### src/rtl/fetch_pkg.sv
// Shared types and defaults for the instruction-fetch front end.
// fd_entry_t is the common {valid, pc, insn} record used for the F/D latch, skid entry and ROM response.
package fetch_pkg;

   localparam int          FETCH_ADDR_W   = 12;
   localparam logic [31:0] FETCH_RESET_PC = 32'h0000_0000;
   localparam logic [31:0] FETCH_NOP      = 32'h0000_0000;

   typedef struct packed {
      logic        valid;
      logic [31:0] pc;
      logic [31:0] insn;
   } fd_entry_t;

   // Saturating increment for event counters that must never wrap back to zero.
   function automatic logic [31:0] sat_inc(input logic [31:0] value);
      return (value == 32'hFFFF_FFFF) ? value : value + 32'd1;
   endfunction

endpackage

### src/rtl/fetch_skid_buf.sv
// One-entry skid buffer: parks the in-flight ROM response while decode stalls,
// so it can be replayed ahead of the instruction still being read.
module fetch_skid_buf
   import fetch_pkg::*;
(
   input  logic      clock,
   input  logic      reset,
   input  logic      flush,
   input  logic      stall,
   input  fd_entry_t resp,
   output fd_entry_t hold
);

   // Capture once on the first stalled cycle with a live response; release on the first unstalled edge.
   always_ff @(posedge clock) begin
      if (!reset) begin
         hold <= '0;
      end else if (flush) begin
         hold.valid <= 1'b0;
      end else if (stall) begin
         if (resp.valid && !hold.valid) begin
            hold <= resp;
         end
      end else begin
         hold.valid <= 1'b0;
      end
   end

endmodule

### src/rtl/fetch_stage.sv
// Instruction-fetch stage: PC, synchronous ROM addressing, skid buffer and registered F/D latch.
// Optional performance counters are built when FETCH_PERF_EN is defined.
module fetch_stage
   import fetch_pkg::*;
#(
   parameter int          ADDR_W   = FETCH_ADDR_W,
   parameter logic [31:0] RESET_PC = FETCH_RESET_PC,
   parameter logic [31:0] NOP      = FETCH_NOP
) (
   input  logic        clock,
   input  logic        reset,
   output logic [31:0] address_imem,
   input  logic [31:0] q_imem,
   input  logic        stall,
   input  logic        redirect_valid,
   input  logic [31:0] redirect_target,
   output logic        fd_valid,
   output logic [31:0] fd_pc,
`ifdef FETCH_PERF_EN
   output logic [31:0] perf_fetched,
   output logic [31:0] perf_stall_cycles,
   output logic [31:0] perf_flushes,
`endif
   output logic [31:0] fd_insn
);

   logic [ADDR_W-1:0] pc_q;
   logic              resp_valid;
   logic [ADDR_W-1:0] resp_pc;
   fd_entry_t         resp_entry;
   fd_entry_t         hold_entry;
   fd_entry_t         fd_q;
   fd_entry_t         fd_next;
   logic              unused_target_bits;

   assign unused_target_bits = ^redirect_target;

   assign address_imem = 32'(pc_q);
   assign resp_entry   = '{valid: resp_valid, pc: 32'(resp_pc), insn: q_imem};

   fetch_skid_buf u_skid (
      .clock (clock),
      .reset (reset),
      .flush (redirect_valid),
      .stall (stall),
      .resp  (resp_entry),
      .hold  (hold_entry)
   );

   // The parked entry is older than the live response, so it always drains first.
   always_comb begin
      fd_next = resp_entry;
      if (hold_entry.valid) begin
         fd_next = hold_entry;
      end else if (!resp_valid) begin
         fd_next.insn = NOP;
      end
   end

   always_ff @(posedge clock) begin
      if (!reset) begin
         pc_q       <= RESET_PC[ADDR_W-1:0];
         resp_valid <= 1'b0;
         resp_pc    <= '0;
         fd_q       <= '{valid: 1'b0, pc: 32'd0, insn: NOP};
      end else if (redirect_valid) begin
         pc_q        <= redirect_target[ADDR_W-1:0];
         resp_valid  <= 1'b0;
         fd_q.valid  <= 1'b0;
         fd_q.insn   <= NOP;
      end else if (stall) begin
         // PC is frozen, so the ROM keeps returning insn(pc_q); track it as the live response.
         resp_valid <= 1'b1;
         resp_pc    <= pc_q;
      end else begin
         fd_q       <= fd_next;
         pc_q       <= pc_q + ADDR_W'(1);
         resp_valid <= 1'b1;
         resp_pc    <= pc_q;
      end
   end

   assign fd_valid = fd_q.valid;
   assign fd_pc    = fd_q.pc;
   assign fd_insn  = fd_q.insn;

`ifdef FETCH_PERF_EN
   always_ff @(posedge clock) begin
      if (!reset) begin
         perf_fetched      <= 32'd0;
         perf_stall_cycles <= 32'd0;
         perf_flushes      <= 32'd0;
      end else begin
         if (stall) begin
            perf_stall_cycles <= sat_inc(perf_stall_cycles);
         end
         if (redirect_valid) begin
            perf_flushes <= sat_inc(perf_flushes);
         end else if (!stall && fd_next.valid) begin
            perf_fetched <= sat_inc(perf_fetched);
         end
      end
   end
`endif

endmodule

### config.mk
export PLATFORM = sky130hd
export DESIGN_NAME = fetch_stage
export DESIGN_NICKNAME = d
export VERILOG_FILES = /design/src/rtl/fetch_pkg.sv /design/src/rtl/fetch_skid_buf.sv /design/src/rtl/fetch_stage.sv
export SDC_FILE = /design/constraint.sdc
export NUM_CORES = 1
export LEC_CHECK = 0
export BUFFER_PORTS_ARGS = -buffer_cell sky130_fd_sc_hd__buf_2
export CELL_PAD_IN_SITES_DETAIL_PLACEMENT = 1
export CELL_PAD_IN_SITES_GLOBAL_PLACEMENT = 2
export CORE_UTILIZATION = 27
export CTS_CLUSTER_SIZE = 28
export DETAILED_ROUTE_END_ITERATION = 6
export GPL_TIMING_DRIVEN = 1
export PLACE_DENSITY_LB_ADDON = 0.1
export SYNTH_ARGS = -nofsm -noshare
export SYNTH_HDL_FRONTEND = slang
export SYNTH_SLANG_ARGS = --single-unit
### constraint.sdc
create_clock -name clock -period 1.35 [get_ports clock]
set_input_delay 0.135 -clock clock [delete_from_list [all_inputs] [get_ports clock]]
set_output_delay 0.135 -clock clock [all_outputs]
set_load 0.05 [all_outputs]
==> results.ini <==
[placed_design]
dp.cells=871
place_hpwl_um=9570
gp_congestion=0.744
io_buffers=104

[sta]
final.setup_skew_ns=0.00636
drv_slew=0
grt_setup_unrepaired=true
finalSetupViolCount=0
clock.fmax_mhz=777
layout_min_cycle_time_ns=1.29
timing.final.crit_share_pct=95.3
hold_viol=0

[worst_hold_path]
min-delay-path-class=input port to flop

[worst_setup_path]
crit_path_top_delay_cell=dfxtp_2
path_max_fanout=3
max_stage_delay_ns=0.34
path_buf_inv=2
cp_top_family=buffers and inverters
arrival_ns=1.15
critPathRequiredTime_ns=1.22
worstSetupPathType=flop to output pin
worstPathCellList=buf_4, buf_2
crit_path_start_kind=flop
endpoint_kind=output pin

[logic_synthesis]
netlist.area_leader.share_pct=45.2
yosys_register_bits=115
netlist_area_sq_um=5090
seq_area_frac_synth_pct=45.2
synth_top_area_cell=dfxtp_1
synth_ff_type=dfxtp_1
synth_warnings=0
synthCells=559
async_reset_ff_share_pct=0
yosysUniqueCellTypes=34
synthTopCellsByArea=dfxtp_1, nand2_1, buf_4
yosysMostFrequentCell=dfxtp_1
synth_commonest_cells=dfxtp_1, nand2_1, nor2b_1
avgSynthCellArea_sq_um=9.11
synth_edf_count=0

[die]
die_width_um=139
die_y_um=139
ios=165
coreArea_sq_um=18200
die-area_sq_um=19400
rows=49
start_util_pct=28.0

[cts]
worst_skew_pair.late_latency_ns=0.41
cts_tree=built
clkSinkCount=115
htreeDepth=4
cts_inserted_buffers=17
clockBufferDepth=2
path_clk_slew_ns=0.06
cts-root-buf=clkbuf_16

[power_and_ir_drop]
combPwrFrac_pct=14.0
power_switching_mw=2.63
p_leak_nw=2.97
p_sw_share_pct=27.3
power.total_mw=9.62
ir_worst_vdd_uv=887
power.density_nw_per_um2=1410
p_int_mw=6.99
pwr-share-clk_pct=48.3
power_frac_seq_pct=37.6

[detailed_routing]
via_per_inst=4.66
ant_nets=0
dr_total_vias=4390
first_iter_violations=140
avgRoutedWirePerCell_um=15.8
first_pass_iters=4
drc=0
wirelength_um=14900

[status]
status=complete, no violations

[layout]
instances_no_fill=942
nNetsFinal=769
fill_cells=2093
drive_gt1_share_pct=24.5
area_growth_pct=34.0
n_antenna_cell=0

[global_routing]
grt-ovfl-total=0
grt_max_degree=81
antenna_found_initial=0
first_global_vias=4570
grt_util_all_layers_pct=15.8
grt_pass1_wl_um=23800

[job]
maxCapViolCount=0

-- power by group through the flow --
stage                     Combinational, mW  Sequential [mW]  Clock, mW
final                                  1.35             3.62       4.65
after global routing                   1.44             3.63       4.94
after CTS                              1.36             3.62       4.78
after detailed placement               1.27             3.69          0
after global placement                 1.25             3.69          0
after floorplan                       0.739             3.95          0
-- tightest hold or removal path: stages --
cell and delay [ns]:
buf_2 0.07, o21ai_0 0.09, a21oi_1 0.12
-- per-layer routing --
layer / global-route usage (%) / share of wire (%)
met4: 4.85 / 0.96
met3: 4.54 / 4.2
met2: 27.6 / 49
met5: 0 / 0
met1: 18.5 / 46
-- sequential cells by signal, indices dropped and copies added, names as in the netlist --
register and flops:
u_skid.hold 45, fd_insn 32, fd_pc 12, pc_q 12, resp_pc 12, fd_valid 1, resp_valid 1
-- layout by cell type (no fill, tap or decap), types with 4 or more instances in the layout --
| cell type | netlist | layout |
|---|---|---|
| a21boi_1 | 40 | 41 |
| a21oi_1 | 9 | 9 |
| a221oi_1 | 32 | 32 |
| buf_12 | 0 | 8 |
| buf_2 | 15 | 104 |
| buf_4 | 41 | 17 |
| clkbuf_16 | 0 | 17 |
| conb_1 | 1 | 40 |
| dfxtp_1 | 115 | 104 |
| dfxtp_2 | 0 | 7 |
| dfxtp_4 | 0 | 4 |
| dlygate4sd3_1 | 0 | 39 |
| inv_1 | 4 | 4 |
| mux2i_1 | 25 | 25 |
| nand2_1 | 106 | 106 |
| nor2_1 | 4 | 4 |
| nor2b_1 | 46 | 46 |
| nor3_1 | 34 | 34 |
| o211a_1 | 16 | 16 |
| o21ai_0 | 8 | 8 |
| xnor2_1 | 4 | 4 |
| xor2_1 | 5 | 5 |
-- cells by family after synthesis --
logic type / share of synthesized area, %
muxes: 4.91
and+or+nand+nor: 20.2
AOI/OAI and AO/OA: 16.8
xor gates and xnor gates: 1.55
other: 0.0736
adders and majority gates: 0.246
DFF: 45.2
buffers and inverters: 11.0
-- cell type report --
type,count,area [sq um],area share (%)
multi-input combinational,394,2400,35.1
sequential,115,2330,34.1
timing repair buffer,168,1200,17.6
clock buffer,23,478,7.00
tap,229,287,4.20
clock inverter,9,125,1.83
inverter,4,15.0,0.220
-- final timing paths --
path / startpoint / to / slack, ns / cells past startpoint
setup / recovery: pc_q[5] / address_imem[5] / 0.06 / 2
hold / removal: redirect_target[7] / pc_q[7] / 0.04 / 3
hold reg to reg: u_skid.hold[37] / u_skid.hold[37] / 0.45 / 2
setup reg to reg: pc_q[4] / pc_q[11] / 0.07 / 4
-- repair_timing --
| action | CTS | global route |
|---|---|---|
| hold buffers | 39 | 0 |
| setup buffers | 0 | 0 |
| resized for setup | 0 | 3 |
| hold endpoints to repair | 39 | 0 |
| setup endpoints to repair | 0 | 10 |
-- per-stage QoR --
stage | hold WS (ns) | area (sq um) | TNS (ns) | utilization, % | worst slack, ns
2_1_floorplan | 0.270 | 5260 | 0 | - | 0.00368
3_3_place_gp | 0.361 | 5820 | 0 | 32.0 | 0.0674
3_5_place_dp | 0.369 | 5820 | 0 | 32.0 | 0.0548
4_1_cts | 0.0229 | 6810 | 0 | 37.4 | 0.0307
5_1_grt | 0.0460 | 6830 | -0.0289 | 37.5 | -0.0165
6_report | 0.0386 | 6830 | 0 | 37.5 | 0.0638
(Power assumes the default switching activity.)
